$ cat src/rtl/bcd_pkg.sv
// Shared definitions for the sequential BCD-to-binary converter.
//   state_e          : FSM encoding (ST_IDLE / ST_SHIFT / ST_DONE)
//   BCD_CORR_THRESH  : digit value at or above which the -3 correction applies
//   BCD_CORR_SUB     : correction amount
//   BCD_MAX_DIGIT    : largest legal BCD digit (used by the optional error check)
//   clog2 / pow10    : elaboration-time helpers for the BIN_W sizing check
package bcd_pkg;

  typedef enum logic [1:0] {
    ST_IDLE  = 2'd0,
    ST_SHIFT = 2'd1,
    ST_DONE  = 2'd2
  } state_e;

  localparam logic [3:0] BCD_CORR_THRESH = 4'd8;
  localparam logic [3:0] BCD_CORR_SUB    = 4'd3;
  localparam logic [3:0] BCD_MAX_DIGIT   = 4'd9;

  // Smallest r with 2**r >= v.
  function automatic int clog2(input longint unsigned v);
    int r;
    longint unsigned p;
    r = 0;
    p = 64'd1;
    while (p < v) begin
      p = p << 1;
      r++;
    end
    return r;
  endfunction

  function automatic longint unsigned pow10(input int n);
    longint unsigned v;
    v = 64'd1;
    for (int i = 0; i < n; i++) v = v * 64'd10;
    return v;
  endfunction

endpackage

$ cat src/rtl/bcd_digit_corr.sv
// Per-digit correction for reverse double-dabble: after each right shift a
// digit that reads 8 or more carried a "ten" into the lower neighbour's
// weight-5 position, so 3 is removed to restore a valid BCD digit.
//   d_i : shifted BCD digit
//   d_o : corrected BCD digit
module bcd_digit_corr
  import bcd_pkg::*;
(
  input  logic [3:0] d_i,
  output logic [3:0] d_o
);

  // Never underflows: subtraction only happens when d_i >= 8.
  assign d_o = (d_i >= BCD_CORR_THRESH) ? (d_i - BCD_CORR_SUB) : d_i;

endmodule

$ cat src/rtl/bcd_to_binary_seq.sv
// Sequential packed-BCD to unsigned-binary converter (reverse double-dabble),
// one shift per clock, valid/ready on both sides.
//   clk, rst   : rising-edge clock, asynchronous active-high reset
//   in_valid   : request present on bcd_in
//   in_ready   : converter idle, request will be captured
//   bcd_in     : packed BCD, digit 0 (units) in [3:0]
//   out_valid  : result present on bin_out (held until out_ready)
//   out_ready  : consumer takes the result
//   bin_out    : converted value, 0 whenever out_valid is low
//   err        : invalid-digit flag, only when BCD_ERR_EN is defined
// Optional feature macro: BCD_ERR_EN (digit > 9 at capture -> immediate
// DONE with bin_out=0, err=1).
module bcd_to_binary_seq
  import bcd_pkg::*;
#(
  parameter int NUM_DIGITS = 2,
  parameter int BIN_W      = 7
) (
  input  logic                    clk,
  input  logic                    rst,
  input  logic                    in_valid,
  output logic                    in_ready,
  input  logic [4*NUM_DIGITS-1:0] bcd_in,
  output logic                    out_valid,
  input  logic                    out_ready,
  output logic [BIN_W-1:0]        bin_out
`ifdef BCD_ERR_EN
  ,
  output logic                    err
`endif
);

  localparam int BCD_W = 4 * NUM_DIGITS;
  localparam int CNT_W = clog2(64'(BIN_W) + 64'd1);

  generate
    if (NUM_DIGITS < 1) begin : g_bad_digits
      $error("bcd_to_binary_seq: NUM_DIGITS must be >= 1");
    end
    if (BIN_W < clog2(pow10(NUM_DIGITS))) begin : g_bad_width
      $error("bcd_to_binary_seq: BIN_W too narrow for NUM_DIGITS");
    end
  endgenerate

  state_e                       state_q, state_d;
  logic [BCD_W-1:0]             bcd_q, bcd_d;
  logic [BIN_W-1:0]             bin_q, bin_d;
  logic [CNT_W-1:0]             cnt_q, cnt_d;
  logic [BCD_W+BIN_W-1:0]       cat_sh;
  logic [NUM_DIGITS-1:0][3:0]   dig_sh;
  logic [NUM_DIGITS-1:0][3:0]   dig_corr;
  logic                         last_shift;

  // One step: shift the {bcd,bin} pair right, then correct every digit.
  assign cat_sh     = {bcd_q, bin_q} >> 1;
  assign dig_sh     = cat_sh[BCD_W+BIN_W-1:BIN_W];
  assign last_shift = (cnt_q == CNT_W'(BIN_W - 1));

  generate
    for (genvar g = 0; g < NUM_DIGITS; g++) begin : g_corr
      bcd_digit_corr u_corr (
        .d_i (dig_sh[g]),
        .d_o (dig_corr[g])
      );
    end
  endgenerate

`ifdef BCD_ERR_EN
  logic err_q, err_d, bad_digit;

  always_comb begin
    bad_digit = 1'b0;
    for (int i = 0; i < NUM_DIGITS; i++)
      if (bcd_in[4*i +: 4] > BCD_MAX_DIGIT) bad_digit = 1'b1;
  end
`endif

  // State register
  always_ff @(posedge clk or posedge rst) begin
    if (rst) state_q <= ST_IDLE;
    else     state_q <= state_d;
  end

  // Next-state logic
  always_comb begin
    state_d = state_q;
    case (state_q)
      ST_IDLE:
        if (in_valid) begin
`ifdef BCD_ERR_EN
          state_d = bad_digit ? ST_DONE : ST_SHIFT;
`else
          state_d = ST_SHIFT;
`endif
        end
      ST_SHIFT: if (last_shift) state_d = ST_DONE;
      ST_DONE:  if (out_ready)  state_d = ST_IDLE;
      default:  state_d = ST_IDLE;
    endcase
  end

  // Datapath next-state
  always_comb begin
    bcd_d = bcd_q;
    bin_d = bin_q;
    cnt_d = cnt_q;
`ifdef BCD_ERR_EN
    err_d = err_q;
`endif
    case (state_q)
      ST_IDLE:
        if (in_valid) begin
          bcd_d = bcd_in;
          bin_d = '0;
          cnt_d = '0;
`ifdef BCD_ERR_EN
          err_d = bad_digit;
`endif
        end
      ST_SHIFT: begin
        bcd_d = dig_corr;
        bin_d = cat_sh[BIN_W-1:0];
        cnt_d = cnt_q + CNT_W'(1);
      end
      ST_DONE: begin
`ifdef BCD_ERR_EN
        if (out_ready) err_d = 1'b0;
`endif
      end
      default: ;
    endcase
  end

  always_ff @(posedge clk or posedge rst) begin
    if (rst) begin
      bcd_q <= '0;
      bin_q <= '0;
      cnt_q <= '0;
`ifdef BCD_ERR_EN
      err_q <= 1'b0;
`endif
    end else begin
      bcd_q <= bcd_d;
      bin_q <= bin_d;
      cnt_q <= cnt_d;
`ifdef BCD_ERR_EN
      err_q <= err_d;
`endif
    end
  end

  // Outputs decode straight from state so reset clears them immediately.
  always_comb begin
    in_ready  = (state_q == ST_IDLE);
    out_valid = (state_q == ST_DONE);
    bin_out   = out_valid ? bin_q : '0;
`ifdef BCD_ERR_EN
    err       = out_valid & err_q;
`endif
  end

endmodule

$ cat config.mk
export PLATFORM = sky130hd
export DESIGN_NAME = bcd_to_binary_seq
export DESIGN_NICKNAME = d
export VERILOG_FILES = /design/src/rtl/bcd_pkg.sv /design/src/rtl/bcd_digit_corr.sv /design/src/rtl/bcd_to_binary_seq.sv
export SDC_FILE = /design/constraint.sdc
export NUM_CORES = 1
export LEC_CHECK = 0
export CAP_MARGIN = 20
export CELL_PAD_IN_SITES_DETAIL_PLACEMENT = 0
export CELL_PAD_IN_SITES_GLOBAL_PLACEMENT = 1
export CORE_UTILIZATION = 34
export CTS_CLUSTER_DIAMETER = 200
export CTS_CLUSTER_SIZE = 8
export DETAILED_ROUTE_END_ITERATION = 8
export HOLD_SLACK_MARGIN = 0.1
export PLACE_DENSITY = 0.82
export SLEW_MARGIN = 20
export SYNTH_ARGS = -nofsm -noshare
export SYNTH_HDL_FRONTEND = slang
export SYNTH_SLANG_ARGS = --single-unit
$ cat constraint.sdc
create_clock -name clk -period 1.12 [get_ports clk]
set_input_delay 0.224 -clock clk [delete_from_list [all_inputs] [get_ports clk]]
set_output_delay 0.224 -clock clk [all_outputs]
set_load 0.1 [all_outputs]
* Yosys cells after proc, flatten, opt, wreduce, memory -nomap -nowiden
Index checks and enable logic that the tools add are counted.
** Storage, ports and cells
- Register bits after elaboration :: 20
- Input port bits :: 12
- Word-level logic and storage cells :: 32
** Cells by class
- $add $sub $neg :: 3
- $lt $le $gt $ge :: 2
- Eq/ne operators :: 6
- Muxes and demuxes :: 13
- Reduce and logical (&&, ||, !) cells :: 4
** Operators with widths (count)
- $pmux W8 S2 :: 1
- $mux W7 :: 2
- $pmux W7 S2 :: 1
- $mux W4 :: 2
- $mux W8 :: 1
- $mux W2 :: 3
- $pmux W2 S3 :: 1
- $pmux W3 S2 :: 1
- $ge A3 B4 Y1 const B :: 1
- $ge A4 B4 Y1 const B :: 1
- $ne A2 B2 Y1 const B :: 2
- $sub A3 B2 Y4 const B :: 1
- $sub A4 B2 Y4 const B :: 1
- $add A3 B1 Y3 const B :: 1
- $eq A3 B3 Y1 const B :: 1
- $mux W3 :: 1
- $reduce_and A3 Y1 :: 1
- $eq A2 B1 Y1 const B :: 1
- $eq A2 B2 Y1 const B :: 1
- $logic_not A2 Y1 :: 1
- $ne A2 B1 Y1 const B :: 1
- $reduce_and A2 Y1 :: 1
- $reduce_bool A2 Y1 :: 1

* Depth between registers and ports, before layout
- Word-level depth :: 3
- Gate-level depth with buffers :: 5
- Gate-level depth less buffers :: 4

* By module
Synthesis repeated with hierarchy kept, for this count alone.
** Unflattened totals
- Cell total of the unflattened synthesis :: 111
- Area total of the unflattened synthesis :: 1101.1 sq um
** Modules (own cells, without submodules)
- bcd_to_binary_seq :: times used 1, cells an instance 89, area an instance 948.4 sq um, sequential area each 500.5 sq um
- bcd_digit_corr :: times used 2, cells an instance 11, area an instance 76.3 sq um, sequential area each 0.0 sq um

* Worst setup path after synthesis
No wires, ideal clock.
- Kind :: reg2out
- From :: reg state_q[0]
- To :: out bin_out[0]
- Arrival :: 2.397 ns
- Required time :: 0.896 ns
- Setup slack :: -1.501 ns
- Stages on the path, launching flop included :: 4
- Path buffers :: 1
- Path through :: dfrtp_1 > nor2b_1 > clkbuf_1 > and2_1
** On the way
- Word-level cells in the longest chain between the ends :: 2
** RTL lines
- start: declaration :: RTL line bcd_to_binary_seq.sv:45 : state_e state_q, state_d;
- start signal: assignment :: RTL line bcd_to_binary_seq.sv:81 : else state_q <= state_d;
- $eq A2 B2 Y1 :: RTL line bcd_to_binary_seq.sv:155 : out_valid = (state_q == ST_DONE);
- net out_valid :: RTL line bcd_to_binary_seq.sv:24 : output logic out_valid,
- $mux W7 :: RTL line bcd_to_binary_seq.sv:156 : bin_out = out_valid ? bin_q : '0;
- end: declaration :: RTL line bcd_to_binary_seq.sv:26 : output logic [BIN_W-1:0] bin_out
The timed path passes the listed nets, and every way through them passes these cells.

* Worst setup path after layout
- From :: reg state_q[0]
- To :: out bin_out[3]
** On the way
- Word-level cells in the longest chain between the ends :: 2
** RTL lines (RTL line)
- $eq A2 B2 Y1 :: bcd_to_binary_seq.sv:155
- $mux W7 :: bcd_to_binary_seq.sv:156
No other way between the ends.

==> impl_metrics.env <==
export IMPL_result_of_the_run="finished with violations"
export IMPL_violated_checks="DRC, setup timing"
export IMPL_min_path_type="in2async"
export IMPL_io_pin_count=21
export IMPL_final_core_util=0.569
export IMPL_cp_max_fo=5
export IMPL_numClockSinks=20
export IMPL_totalWireLength_mm=2.28
export IMPL_routabilityCongestion=0.730
export IMPL_power_per_cell_area_nw_per_um2=2270
export IMPL_timing_final_crit_share=1.38
export IMPL_worst_setup_hold_path_clk_slew_ns=0.12
export IMPL_die_area_um2=3280
export IMPL_worst_path_max_delay_cell="sky130_fd_sc_hd__dfrtp_2"
export IMPL_timing_final_ws_setup_ns=-0.421
export IMPL_start_kind="flip-flop"
export IMPL_worst_slew_pin_transition_ns=0.272
export IMPL_dieHeight_um=57.3
export IMPL_port_buffers=20
export IMPL_post_route_cell_area_um2=1610
export IMPL_synthDominantAreaCellType="sky130_fd_sc_hd__dfrtp_1"
export IMPL_synth_cell_area_um2=1040
export IMPL_crit_path_max_incr_delay_ns=0.44
export IMPL_vias_in_the_first_global_route=879
export IMPL_cts_tree="yes"
export IMPL_setup_worst_path_class="reg2out"
export IMPL_p_leak_nw=0.748
export IMPL_grt_start_max_net_pins=21
export IMPL_antenna_violating_nets_post_route=0
export IMPL_worst_clock_skew_ns=0.00618
export IMPL_core_rowCount=19
export IMPL_yosys_top_cells_count="20 x sky130_fd_sc_hd__dfrtp_1, 8 x sky130_fd_sc_hd__a22o_1, 8 x sky130_fd_sc_hd__o21ai_1"
export IMPL_syn_to_final_growth_pct=54.8
export IMPL_post_synth_cell_area_avg_um2=10.2
export IMPL_setup_reg_to_reg_worst_slack_ns=-0.15
export IMPL_fill_cells=240
export IMPL_grt_use_total=0.157
export IMPL_achievable_frequency_mhz=649
export IMPL_power_mw=3.65
export IMPL_relSlewSlack=0.818
export IMPL_clock_tree_buffer_depth=2
export IMPL_yosysTopAreaCellShare=0.481
export IMPL_drive_gt1_frac=0.333
export IMPL_hold_viol=0
export IMPL_holdBufCountCts=0
export IMPL_cts_htree_levels=1
export IMPL_grt_remaining_overflow=0
export IMPL_end_kind="output port"
export IMPL_synth_top_flop_cell="sky130_fd_sc_hd__dfrtp_1"
export IMPL_antenna_cells_inserted=0
export IMPL_mappedNetlistNets=118
export IMPL_yosysUniqueCellTypes=27
export IMPL_worstPathCellList="nor2b_4 -> buf_4 -> and2_4 -> buf_12"
export IMPL_cp_data_required_time_ns=0.90
export IMPL_worst_r2r_endpoint="bin_q[3]$_DFFE_PP0P_"
export IMPL_avgRoutedWirePerCell_um=13.3
export IMPL_yosys_cell_count_top_type="sky130_fd_sc_hd__dfrtp_1"
export IMPL_multi_input_area_um2=524
export IMPL_maxCapViolCount=0
export IMPL_synth_warning_count=0
export IMPL_report_final_slew_viol_count=0
export IMPL_clk_latency_ns=0.31
export IMPL_number_of_buffers_and_inverters_on_the_critical_path=2
export IMPL_final_setup_viol_count=28
export IMPL_cts_root_buffer="sky130_fd_sc_hd__clkbuf_4"
export IMPL_tritoncts_num_buffers=3
export IMPL_post_synth_inst_count=102
export IMPL_vias=884
export IMPL_detail_route_drc_violations=5
export IMPL_critical_path_top_delay_family="flip-flops"
export IMPL_rr_startpoint="state_q[0]$_DFFE_PP0P_"
export IMPL_nNetsFinal=158
export IMPL_vdd_drop_max_mv=1.17
export IMPL_reg2regPathDepth=4
export IMPL_dieWidth_um=57.3
export IMPL_register_area_um2=502
export IMPL_detailedRoute_firstPassIterationCount=8
export IMPL_post_route_min_period_ns=1.54
export IMPL_count_of_flip_flops_with_a_built_in_enable_after_synthesis=0
export IMPL_synth_sequential_area_ratio=0.481
export IMPL_coreArea_um2=2830
export IMPL_ys_seq_elements=20
export IMPL_unrepaired_setup_endpoints_after_global_routing="yes"
export IMPL_async_flop_share=1.00
export IMPL_placement_cell_area_um2=1520
export IMPL_initial_utilization=0.368
export IMPL_dp_hpwl_mm=1.62
export IMPL_synthTopCellsByArea="sky130_fd_sc_hd__dfrtp_1 48%, sky130_fd_sc_hd__a22o_1 6.7%, sky130_fd_sc_hd__ha_1 4.8%"
export IMPL_post_drt_via_cell_ratio=5.14
export IMPL_worst_slack_at_placement_ns=-0.282
export IMPL_grt_pass1_wl_mm=3.91
export IMPL_drt_iter0_markers=22
export IMPL_fin_hold_ws_ns=0.215
export IMPL_critical_path_data_arrival_time_ns=1.32
export IMPL_grt_antenna_before_repair=0
-- final cells by class --
class,count,share of cell area
inverters,6,0.0140
multi-input cells,70,0.326
repair buffers,41,0.292
well taps,31,0.0241
clock buffers,3,0.0140
clock inverters,1,0.0187
flip-flops and latches,20,0.312
-- worst max path at each step --
stage	start	end	cells after the start
after global placement	in_valid	bcd_q[0]$_DFFE_PP0P_	4
final	state_q[0]$_DFFE_PP0P_	bin_out[3]	4
after CTS	state_q[0]$_DFFE_PP0P_	bin_out[3]	4
after detailed placement	in_valid	bcd_q[0]$_DFFE_PP0P_	4
after global routing	state_q[0]$_DFFE_PP0P_	bin_out[3]	4
after floorplan	state_q[0]$_DFFE_PP0P_	bin_out[0]	3
-- metal layers --
| metal | vias up | wire length, um | global-route usage |
|---|---|---|---|
| met3 | 4 | 93 | 0.0295 |
| met1 | 419 | 987 | 0.180 |
| met5 | - | 0 | 0 |
| li1 | 433 | - | - |
| met2 | 28 | 1160 | 0.286 |
| met4 | 0 | 34 | 0.0627 |
-- state kept, by name (all words and copies together), names as in the netlist --
name	flops
bcd_q	8
bin_q	7
cnt_q	3
state_q	2
-- logic make-up (layout without fill, tap and decap cells) --
logic type | count (synthesis) | count (layout) | synth area share
flip-flops | 20 | 20 | 0.481
AO/OA/AOI/OAI | 30 | 30 | 0.206
multiplexers | 2 | 2 | 0.0193
buffers and inverters | 12 | 51 | 0.0566
AND/OR/NAND/NOR | 32 | 32 | 0.172
adder cells (fa/ha/maj) | 4 | 4 | 0.0481
XOR/XNOR | 2 | 2 | 0.0169
-- per-stage QoR --
step / TNS [ns] / instances
floorplan: -3.02 / 102
global route: -7.39 / 172
detailed placement: -5.46 / 164
finish: -5.75 / 172
CTS: -5.38 / 170
global placement: -4.83 / 164
-- where the power goes --
| group | switching [mW] | internal, mW | leakage (nW) |
|---|---|---|---|
| clock | 0.235 | 0.362 | 0.0279 |
| sequential | 0.253 | 1.02 | 0.256 |
| combinational | 0.856 | 0.920 | 0.465 |
-- tightest hold or removal path, stage by stage --
cell and delay, ns:
sky130_fd_sc_hd__clkdlybuf4s50_1 0.39, sky130_fd_sc_hd__inv_1 0.09, sky130_fd_sc_hd__buf_12 0.17
-- placed cells by master, fill, tap and decap left out, types with 3 or more instances in the layout --
cell type and count:
sky130_fd_sc_hd__a21oi_1 6, sky130_fd_sc_hd__a22o_1 8, sky130_fd_sc_hd__dfrtp_1 19, sky130_fd_sc_hd__nand2_1 7, sky130_fd_sc_hd__clkbuf_4 3, sky130_fd_sc_hd__buf_6 3
sky130_fd_sc_hd__clkdlybuf4s50_1 11, sky130_fd_sc_hd__buf_4 16, sky130_fd_sc_hd__buf_12 10, sky130_fd_sc_hd__nor2b_1 4, sky130_fd_sc_hd__o21ai_1 8, sky130_fd_sc_hd__inv_1 6
sky130_fd_sc_hd__and2_4 7, sky130_fd_sc_hd__ha_1 4, sky130_fd_sc_hd__nand2b_1 4
-- timing repair --
action                     in CTS  in global routing
buffers inserted                4                  1
pin swaps                       2                  2
cloned                          0                  1
setup endpoints to repair      29                 29
resized for setup               3                  6
Power figures use the tool's default switching activity.
